==> config.mk <==
export PLATFORM = sky130hd
export DESIGN_NAME = multi_pwm_ctrl_flat
export DESIGN_NICKNAME = d
export VERILOG_FILES = /design/src/rtl/multi_pwm_pkg.sv /design/src/rtl/multi_pwm_ctrl_if.sv /design/src/rtl/multi_pwm_ctrl_quad_enc_step.sv /design/src/rtl/multi_pwm_ctrl.sv /design/src/flat_wrapper.sv
export SDC_FILE = /design/constraint.sdc
export NUM_CORES = 1
export LEC_CHECK = 0
export ABC_AREA = 1
export BUFFER_PORTS_ARGS = -buffer_cell sky130_fd_sc_hd__buf_4
export CAP_MARGIN = 10
export CORE_MARGIN = 1
export CORE_UTILIZATION = 32
export DETAILED_ROUTE_END_ITERATION = 8
export PLACE_DENSITY = 0.45
export SLEW_MARGIN = 20
export SYNTH_ARGS = -nofsm -noshare
export SYNTH_HDL_FRONTEND = slang
export SYNTH_SLANG_ARGS = --single-unit
==> constraint.sdc <==
create_clock -name CLK -period 9.4 [get_ports CLK]
set_input_delay 0.47 -clock CLK [delete_from_list [all_inputs] [get_ports CLK]]
set_output_delay 0.47 -clock CLK [all_outputs]
set_load 0.03 [all_outputs]
==> src/rtl/multi_pwm_pkg.sv <==
// Shared types and helpers for the multi-channel PWM controller.
package multi_pwm_pkg;

    localparam int unsigned PCT_W = 7;

    typedef logic [PCT_W-1:0] pct_t;

    localparam pct_t PCT_MAX = pct_t'(100);

    typedef enum logic [1:0] {
        RAMP_HOLD = 2'd0,
        RAMP_UP   = 2'd1,
        RAMP_DOWN = 2'd2
    } ramp_dir_t;

    function automatic int unsigned sel_width(input int unsigned n);
        return (n <= 1) ? 1 : $clog2(n);
    endfunction

    function automatic ramp_dir_t ramp_dir(input pct_t duty, input pct_t target);
        if (duty < target) return RAMP_UP;
        if (duty > target) return RAMP_DOWN;
        return RAMP_HOLD;
    endfunction

endpackage

==> src/rtl/multi_pwm_ctrl_if.sv <==
// Control/status bundle of multi_pwm_ctrl: encoder, channel select/enable, PWM and display outputs.
interface multi_pwm_ctrl_if
    import multi_pwm_pkg::*;
#(
    parameter int unsigned N_CH  = 3,
    parameter int unsigned SEL_W = 2
);
    logic             ENC_A;
    logic             ENC_B;
    logic [SEL_W-1:0] CH_SEL;
    logic [N_CH-1:0]  CH_EN;
    logic [N_CH-1:0]  PWM_OUT;
    pct_t             DUTY_PCT;
    pct_t             TARGET_PCT;
    logic             PERIOD_TICK;

    modport master (
        output ENC_A, ENC_B, CH_SEL, CH_EN,
        input  PWM_OUT, DUTY_PCT, TARGET_PCT, PERIOD_TICK
    );

    modport slave (
        input  ENC_A, ENC_B, CH_SEL, CH_EN,
        output PWM_OUT, DUTY_PCT, TARGET_PCT, PERIOD_TICK
    );
endinterface

==> src/rtl/multi_pwm_ctrl_quad_enc_step.sv <==
// Quadrature encoder front end: 2-FF synchronisers, A-phase history, x1 decode into INC/DEC pulses.
module quad_enc_step (
    input  logic CLK,
    input  logic RST_N,
    input  logic ENC_A,
    input  logic ENC_B,
    output logic INC,
    output logic DEC
);
    logic a_meta_q, a_sync_q, a_hist_q;
    logic b_meta_q, b_sync_q;
    logic a_rise;

    always_ff @(posedge CLK or negedge RST_N) begin
        if (!RST_N) begin
            a_meta_q <= 1'b0;
            a_sync_q <= 1'b0;
            a_hist_q <= 1'b0;
            b_meta_q <= 1'b0;
            b_sync_q <= 1'b0;
        end else begin
            a_meta_q <= ENC_A;
            a_sync_q <= a_meta_q;
            a_hist_q <= a_sync_q;
            b_meta_q <= ENC_B;
            b_sync_q <= b_meta_q;
        end
    end

    // B is sampled alongside A, so its level at the A rising edge sets the direction.
    assign a_rise = a_sync_q & ~a_hist_q;
    assign INC    = a_rise & ~b_sync_q;
    assign DEC    = a_rise &  b_sync_q;
endmodule

==> src/rtl/multi_pwm_ctrl.sv <==
// N-channel PWM generator; encoder trims the selected channel's target, active duties ramp toward targets.
module multi_pwm_ctrl
    import multi_pwm_pkg::*;
#(
    parameter int unsigned N_CH         = 3,
    parameter int unsigned STEP         = 500,
    parameter int unsigned CNT_W        = 16,
    parameter int unsigned RAMP_PERIODS = 10,
    parameter int unsigned SEL_W        = sel_width(N_CH)
) (
    input  logic            CLK,
    input  logic            RST_N,
    multi_pwm_ctrl_if.slave bus
);
    localparam int unsigned       PERIOD    = 100 * STEP;
    localparam logic [CNT_W-1:0]  CNT_LAST  = CNT_W'(PERIOD - 1);
    localparam logic [CNT_W-1:0]  STEP_C    = CNT_W'(STEP);
    localparam int unsigned       RAMP_W    = (RAMP_PERIODS > 1) ? $clog2(RAMP_PERIODS) : 1;
    localparam logic [RAMP_W-1:0] RAMP_LAST = RAMP_W'(RAMP_PERIODS - 1);
    localparam logic [SEL_W:0]    N_CH_C    = (SEL_W + 1)'(N_CH);

    logic [CNT_W-1:0]  cnt_q, cnt_d;
    logic [RAMP_W-1:0] ramp_q, ramp_d;
    logic [SEL_W-1:0]  sel_q, sel_d;
    pct_t              duty_pct_q, tgt_pct_q;
    logic              tick, ramp_step;
    logic              enc_inc, enc_dec;

    pct_t              duty_w [N_CH];
    pct_t              tgt_w  [N_CH];
    logic [N_CH-1:0]   pwm_w;

    quad_enc_step u_enc (
        .CLK   (CLK),
        .RST_N (RST_N),
        .ENC_A (bus.ENC_A),
        .ENC_B (bus.ENC_B),
        .INC   (enc_inc),
        .DEC   (enc_dec)
    );

    assign tick  = (cnt_q == CNT_LAST);
    assign cnt_d = tick ? '0 : cnt_q + 1'b1;
    assign sel_d = ({1'b0, bus.CH_SEL} < N_CH_C) ? bus.CH_SEL : sel_q;

    always_comb begin
        ramp_d    = ramp_q;
        ramp_step = 1'b0;
        if (tick) begin
            if (ramp_q == RAMP_LAST) begin
                ramp_d    = '0;
                ramp_step = 1'b1;
            end else begin
                ramp_d = ramp_q + 1'b1;
            end
        end
    end

    always_ff @(posedge CLK or negedge RST_N) begin
        if (!RST_N) begin
            cnt_q      <= '0;
            ramp_q     <= '0;
            sel_q      <= '0;
            duty_pct_q <= '0;
            tgt_pct_q  <= '0;
        end else begin
            cnt_q      <= cnt_d;
            ramp_q     <= ramp_d;
            sel_q      <= sel_d;
            duty_pct_q <= duty_w[sel_q];
            tgt_pct_q  <= tgt_w[sel_q];
        end
    end

    for (genvar g = 0; g < N_CH; g++) begin : g_ch
        pct_t             tgt_q, tgt_d;
        pct_t             duty_q, duty_d;
        logic [CNT_W-1:0] shadow_q, shadow_d;
        logic             pwm_q, pwm_d;
        logic             hit;
        ramp_dir_t        dir;

        assign hit = (sel_q == SEL_W'(g));
        assign dir = ramp_dir(duty_q, tgt_q);

        // Ramp compares against the pre-update target; a coincident encoder step shows up next ramp step.
        always_comb begin
            tgt_d = tgt_q;
            if (hit && enc_inc && (tgt_q < PCT_MAX)) tgt_d = tgt_q + 1'b1;
            if (hit && enc_dec && (tgt_q != '0))     tgt_d = tgt_q - 1'b1;

            duty_d = duty_q;
            if (ramp_step) begin
                unique case (dir)
                    RAMP_UP:   duty_d = duty_q + 1'b1;
                    RAMP_DOWN: duty_d = duty_q - 1'b1;
                    default:   duty_d = duty_q;
                endcase
            end

            // Shadow takes the post-ramp duty so the next period starts with the new value.
            shadow_d = shadow_q;
            if (tick) shadow_d = CNT_W'(duty_d) * STEP_C;

            pwm_d = bus.CH_EN[g] & (cnt_q < shadow_q);
        end

        always_ff @(posedge CLK or negedge RST_N) begin
            if (!RST_N) begin
                tgt_q    <= '0;
                duty_q   <= '0;
                shadow_q <= '0;
                pwm_q    <= 1'b0;
            end else begin
                tgt_q    <= tgt_d;
                duty_q   <= duty_d;
                shadow_q <= shadow_d;
                pwm_q    <= pwm_d;
            end
        end

        assign duty_w[g] = duty_q;
        assign tgt_w[g]  = tgt_q;
        assign pwm_w[g]  = pwm_q;
    end

    assign bus.PWM_OUT     = pwm_w;
    assign bus.DUTY_PCT    = duty_pct_q;
    assign bus.TARGET_PCT  = tgt_pct_q;
    assign bus.PERIOD_TICK = tick;
endmodule

==> src/flat_wrapper.sv <==
// flat-port wrapper written by rule: the top's interface ports become plain ports
module multi_pwm_ctrl_flat import multi_pwm_pkg::*;
#(
    parameter int unsigned N_CH         = 3,
    parameter int unsigned STEP         = 500,
    parameter int unsigned CNT_W        = 16,
    parameter int unsigned RAMP_PERIODS = 10,
    parameter int unsigned SEL_W        = sel_width(N_CH)
)
  (CLK, RST_N, bus_ENC_A, bus_ENC_B, bus_CH_SEL, bus_CH_EN, bus_PWM_OUT, bus_DUTY_PCT, bus_TARGET_PCT, bus_PERIOD_TICK);
  multi_pwm_ctrl_if #(.N_CH(N_CH), .SEL_W(SEL_W)) bus_i ();
  input  logic CLK;
  input  logic RST_N;
  input wire logic [$bits(bus_i.ENC_A)-1:0] bus_ENC_A;
  input wire logic [$bits(bus_i.ENC_B)-1:0] bus_ENC_B;
  input wire logic [$bits(bus_i.CH_SEL)-1:0] bus_CH_SEL;
  input wire logic [$bits(bus_i.CH_EN)-1:0] bus_CH_EN;
  output wire logic [$bits(bus_i.PWM_OUT)-1:0] bus_PWM_OUT;
  output wire logic [$bits(bus_i.DUTY_PCT)-1:0] bus_DUTY_PCT;
  output wire logic [$bits(bus_i.TARGET_PCT)-1:0] bus_TARGET_PCT;
  output wire logic [$bits(bus_i.PERIOD_TICK)-1:0] bus_PERIOD_TICK;
  assign bus_i.ENC_A = bus_ENC_A;
  assign bus_i.ENC_B = bus_ENC_B;
  assign bus_i.CH_SEL = bus_CH_SEL;
  assign bus_i.CH_EN = bus_CH_EN;
  assign bus_PWM_OUT = bus_i.PWM_OUT;
  assign bus_DUTY_PCT = bus_i.DUTY_PCT;
  assign bus_TARGET_PCT = bus_i.TARGET_PCT;
  assign bus_PERIOD_TICK = bus_i.PERIOD_TICK;
  multi_pwm_ctrl #(.N_CH(N_CH), .STEP(STEP), .CNT_W(CNT_W), .RAMP_PERIODS(RAMP_PERIODS), .SEL_W(SEL_W)) u_core (.CLK(CLK), .RST_N(RST_N), .bus(bus_i));
endmodule
Yosys cells after proc, flatten, opt, wreduce, memory -nomap -nowiden

Cells that the tools add are included.

Register bits: 128
Bits of input ports: 9
Output and inout port bits: 18
Word-level logic and storage cells: 134

Add/sub/neg operators: 14
$mul: 3
Order comparisons: 14
Eq/ne operators: 10
Muxes and demuxes: 43
Bitwise gates (word level): 9
Reduce and logical (&&, ||, !) cells: 19

Operators with widths:

| kind                  | number |
|---|---|
| $mux 7                | 13 |
| $lt 16x16->1          | 3 |
| $add 7x1->7 const B   | 6 |
| $mul 7x7->14 const B  | 3 |
| $pmux 7 s2            | 3 |
| $sub 7x1->7 const B   | 6 |
| $bmux 7 s2            | 2 |
| $mux 2                | 12 |
| $gt 7x7->1            | 3 |
| $lt 7x7->1            | 3 |
| $lt 7x7->1 const B    | 3 |
| $reduce_bool 7->1     | 3 |
| $add 16x1->16 const B | 1 |
| $eq 16x16->1 const B  | 1 |
| $mux 16               | 1 |
| $logic_and 1x1->1     | 12 |
| $mux 1                | 11 |
| $eq 2x1->1 const B    | 4 |
| $eq 2x2->1 const B    | 4 |
| $and 1x1->1           | 6 |
| $reduce_bool 2->1     | 3 |
| $add 4x1->4 const B   | 1 |
| $eq 4x4->1 const B    | 1 |
| $mux 4                | 1 |
| 5 further kinds       | 6 |

Longest topological paths before layout

Depth after elaboration: 9
Mapped depth: 36
Mapped depth without buffers: 36

Modules after synthesis

A second synthesis with hierarchy kept.

Cells, all modules: 1544
Area total of the unflattened synthesis: 12126.6 sq um

Modules (own cells, without submodules):

| module         | times used | cells an instance | area each (sq um) | sequential area each (sq um) |
|---|---|---|---|---|
| multi_pwm_ctrl | 1          | 1534              | 11982.7           | 3078.0 |
| quad_enc_step  | 1          | 10                | 143.9             | 125.1 |

Least setup slack after synthesis

OpenSTA, ideal clock, no wires.

Path type: reg-to-reg
Start point: reg u_core.g_ch[0].tgt_q[2]
End point: reg u_core.g_ch[0].shadow_q[12]
Library setup time: 0.134 ns
Arrival: 5.747 ns
Data required time: 9.266 ns
Slack: 3.519 ns
Stages on the path, launching flop included: 30
Path buffers: 0
Period minus slack after synthesis: 5.881 ns
Cells stage by stage: dfrtp_1 > inv_1 > ha_1 > nand2_1 > o21ai_0 > nand2_1 > a21oi_1 > ha_1 > a21oi_1 > nand2_1 > nand2_1 > nand2_1 > a21oi_1 > nand2_1 > nand2_1 > inv_1 > o21ai_0 > inv_1 > ha_1 > inv_1 > fa_1 > inv_1 > fa_1 > ha_1 > ha_1 > a21oi_1 > a21boi_0 > o21ai_0 > xnor2_1 > o21ai_0

Cells in the longest elaborated chain, start to end: 9
Elaborated cells between the ends (all ways): 13
Classes of those cells: mul (1); order compare (2); eq/ne (2); mux (8)

Ends and longest elaborated chain:

| item                                            | line                  | source |
|---|---|---|
| start, declared                                 | multi_pwm_ctrl.sv:76  | `pct_t tgt_q, tgt_d;` |
| start signal, assigned                          | multi_pwm_ctrl.sv:115 | `tgt_q <= tgt_d;` |
| $gt 7x7->1                                      | multi_pwm_pkg.sv:22   | `if (duty > target) return RAMP_DOWN;` |
| $mux 1 (2 in series)                            | multi_pwm_pkg.sv:22   |  |
| $mux 2                                          | multi_pwm_pkg.sv:23   | `return RAMP_HOLD;` |
| $mux 2 *                                        | multi_pwm_pkg.sv:22   |  |
| $eq 2x2->1 / $eq 2x1->1 (equally long branches) | multi_pwm_ctrl.sv:94  | `unique case (dir)` |
| $pmux 7 s2 *                                    | multi_pwm_ctrl.sv:94  |  |
| $mux 7 *                                        | multi_pwm_ctrl.sv:93  | `if (ramp_step) begin` |
| via u_core.g_ch[0].duty_d[5]                    | multi_pwm_ctrl.sv:77  | `pct_t duty_q, duty_d;` |
| $mul 7x7->14 *                                  | multi_pwm_ctrl.sv:103 | `if (tick) shadow_d = CNT_W'(duty_d) * STEP_C;` |
| end signal, assigned                            | multi_pwm_ctrl.sv:117 | `shadow_q <= shadow_d;` |
| end, declared                                   | multi_pwm_ctrl.sv:78  | `logic [CNT_W-1:0] shadow_q, shadow_d;` |

The timed path passes the listed nets; every way through them passes the cells marked *. The select of a mux whose other input is x is not followed.
A chain may end at the register's enable or synchronous reset.

Worst setup path in the final report

Start point: reg u_core.g_ch[0].tgt_q[2]
End point: reg u_core.g_ch[0].shadow_q[13]

Same word-level chain as after synthesis.

==> results list <==
* Total setup buffers inserted after CTS: 0
* Total number of vias: 9007
* Number of enable flip-flop cells after synthesis: 0
- In this run the cell area measured after placement is 12400 sq um.
- During I/O placement, the number of pins put on the boundary was 27.
- Highest attainable clock frequency: 147 MHz
* # resized after CTS: 0
- CP dominant cell by count: sky130_fd_sc_hd__nand2_1
* Detailed placer's ending HPWL: 22600 microns
- Setup Total Neg Slack: 0 ps
* Count of pins over their slew limit: 0
- Clock-pin slew was measured on the worst setup and hold paths at 60 ps.
* Biggest area contributors in the synthesized netlist: sky130_fd_sc_hd__dfrtp_1 27%, sky130_fd_sc_hd__ha_1 21%, sky130_fd_sc_hd__fa_1 8.9%
* WP data arrival: 7150 ps
- Setup ws final: 2580 ps
- Once the floorplan was initialized, standard cells occupied 32.7% of the core.
- Yosys printed 0 warnings.
- Total net switching power: 569 uW
- Setup violations remaining at the end of the flow were counted as 0.
- Root cell of the clock tree: sky130_fd_sc_hd__clkbuf_16
* Pint: 1150 uW
- The die is 193 microns wide.
- Count of buffers from port buffering: 26
* Count of antenna-violating nets left after detailed routing: 0
- Counting the buffers created by CTS gives 17.
- Yosys mapped the design onto 44 distinct sky130hd cell types.
- Synthesis-to-finish area growth: 11.1%
* Initial antenna violation count: 1
- Summed over its instances, the top area cell type makes up 27.3% of the synthesized netlist area.
* Maximum fanout along the worst path: 6
- Fill cell total of the finished layout: 3673
- For this run, asynchronously set or reset flops after synthesis account for 100%.
* Post-Synthesis Net Count: 1673
- #FFs+latches synth: 128
- The total overflow left after global routing is 0.
- The worst setup path is launched from a flip-flop.
* CTS sink cnt: 128
- Actual slew at the worst max-slew pin: 1090 ps
- Using the TritonRoute via totals, the vias-per-cell ratio works out to 4.68.
* Final core occ: 36.3%
* Share of the yosys chip area belonging to registers: 27.3%
* Leakage power of the design: 0.00718 uW
* Most frequent cell after synthesis: sky130_fd_sc_hd__nand2_1
- Inserted Diodes: 0
- Drc violations: 0
- Final instance area: 13000 sq um
- For this design, the slowest cell found on the critical path is sky130_fd_sc_hd__o21ai_0.
- For this run, the leading register cell type out of synthesis is sky130_fd_sc_hd__dfrtp_1.
- The average instance in the mapped netlist occupies 8.26 sq um.
- Sequential cells account for 38.0% of the total power.
* Cell area after synthesis: 11700 sq um
* Core area: 35800 sq um
- Maximum number of pins on one net before global-route repair: 71
- The tool flagged a number of max-cap violations equal to 0.
- Total global-route track usage: 16.4%
* Top cell types by occurrence after synthesis: 264 x sky130_fd_sc_hd__nand2_1, 252 x sky130_fd_sc_hd__inv_1, 193 x sky130_fd_sc_hd__ha_1
- The worst path needs 6820 ps of the cycle, external delays included.
- Detailed Route WL: 28600 microns
* Worst slack at placement: 2540 ps
* Clock Skews: 10.9 ps
- The first global-routing pass estimated 48500 microns of wire.
- After layout, the design draws a total of 1720 uW.
- Number of cell rows: 69
- Number of iterations in the first detailed-routing pass: 7
- The flow ran to the end, and the final reports show no timing, DRC or antenna violations.
- Power per cell area: 132 nW/um^2
- After the last flow step, the layout net total stands at 1704.
* Max rail drop VDD: 106 uV
- STA puts the critical path data required time at 9730 ps.
* Hold Crit Class: in -> async
* Post-route clock period utilization: 72.5%
- Wire length per cell after detailed routing: 14.9 microns
* Power share of the clock group: 39.3%
- Max transition margin: 27.4%
- The worst register-to-register path has a setup slack of 2580 ps.
- The detailed router finished its first iteration with 442 violations.
- In this run switching power makes up 33.2% of total power.
* Final hold violation count: 0
- The critical path is of the reg -> reg type.
- The congestion estimate from routability-driven global placement came to 0.809.
- Post-Synthesis Cells: 1419
- Fraction of power consumed by combinational cells: 22.6%
- Fraction of layout instances using a drive strength above 1: 7.86%
- Clock tree from TritonCTS: done
* Cell accounting for the most synthesized area: sky130_fd_sc_hd__dfrtp_1
- Measured along the y axis, the die boundary spans 193 microns.
* Vias in the first global route: 9188
- Bufs on Longest Clock Path: 2
- Clock latency on the worst-skew pair, taken at its later pin, is 440 ps.
- Hold buffer count at cts: 0
- # H-tree levels: 4
* Critical Path Max Stage Delay: 710 ps
- Die outline area: 37400 sq um
* CP endpoint kind: flip-flop
- Setup repair after global routing left no endpoint under its margin.
[routing by layer]
metal  routed length (microns)  vias up  track usage, %
li1                          -     4671               -
met1                     14700     4239            22.9
met2                     13000       74            26.4
met3                       522       21            2.48
met4                       369        2            4.56
met5                         8        -               0
[power by group through the flow]
stage               combinational, uW  sequential [uW]  clock [uW]
CTS                               393              653         696
floorplan                         262              668           0
detailed placement                391              663           0
finish                            389              653         676
global placement                  387              664           0
global route                      445              661         715
[cell usage in the layout (no fill, tap or decap), drive strengths merged, types with 8 or more instances in the layout]
cell | synthesis | final
clkbuf | 11 | 19
buf | 5 | 28
nand3 | 70 | 70
xor2 | 33 | 33
dfrtp | 128 | 128
a21oi | 91 | 91
nand4 | 19 | 19
nor2 | 85 | 85
a22oi | 12 | 12
xnor2 | 25 | 25
nor3 | 12 | 12
nand2 | 286 | 286
o21ai | 93 | 93
inv | 257 | 259
ha | 193 | 193
or2 | 8 | 8
clkinv | 1 | 8
a21boi | 9 | 9
fa | 52 | 52
[layout make-up]
type / instances / area (sq um) / share of cell area (%)
sequential: 128 / 3200 / 24.6
tap: 461 / 577 / 4.43
clock buffer: 19 / 453 / 3.48
timing repair buffer: 28 / 214 / 1.64
clock inverter: 13 / 135 / 1.04
multi-input combinational: 1017 / 7470 / 57.4
inverter: 258 / 968 / 7.44
[logic make-up after synthesis]
kind of cell / Yosys count / synth area share [%]
AOI/OAI and AO/OA: 226 / 10.9
xor gates and xnor gates: 58 / 4.34
adders and majority gates: 245 / 29.5
buffers and inverters: 274 / 8.90
DFF: 128 / 27.3
and+or+nand+nor: 488 / 19.0
[through the flow]
| step | std cells | hold WS (ps) |
|---|---|---|
| global route | 1924 | 95.9 |
| floorplan | 1419 | 174 |
| CTS | 1924 | 65.8 |
| global placement | 1892 | 345 |
| finish | 1924 | 49.3 |
| detailed placement | 1892 | 335 |
[registers in the layout, summed over array words and instances (netlist names)]
register               count
u_core.g_ch.shadow_q      42
u_core.g_ch.duty_q        21
u_core.g_ch.tgt_q         21
u_core.cnt_q              16
u_core.bus.DUTY_PCT        7
u_core.bus.TARGET_PCT      7
u_core.ramp_q              4
u_core.g_ch.pwm_q          3
u_core.sel_q               2
u_core.u_enc.a_hist_q      1
u_core.u_enc.a_meta_q      1
u_core.u_enc.a_sync_q      1
u_core.u_enc.b_meta_q      1
u_core.u_enc.b_sync_q      1
[path summary, 6_finish.rpt]
kind                                              start                     endpoint  cells after the start
max in group asynchronous                         RST_N     u_core.g_ch[0].duty_q[6]                      2
worst max-delay path            u_core.g_ch[0].tgt_q[2]  u_core.g_ch[0].shadow_q[13]                     27
worst min-delay path                              RST_N     u_core.bus.TARGET_PCT[5]                      1
worst max register to register  u_core.g_ch[0].tgt_q[2]  u_core.g_ch[0].shadow_q[13]                     27
min in group CLK                              bus_ENC_B        u_core.u_enc.b_meta_q                      1
worst min register to register    u_core.u_enc.b_meta_q        u_core.u_enc.b_sync_q                      0
[critical path: cells and delay by family, from the launching register on]
kind            cells  cell delay (ps)
compound gates      9             2390
xor+xnor            1              160
fa+ha+maj           7             2780
buf+inv             3              450
flops               1              470
simple gates        7              500
Power figures use the tool's default switching activity.
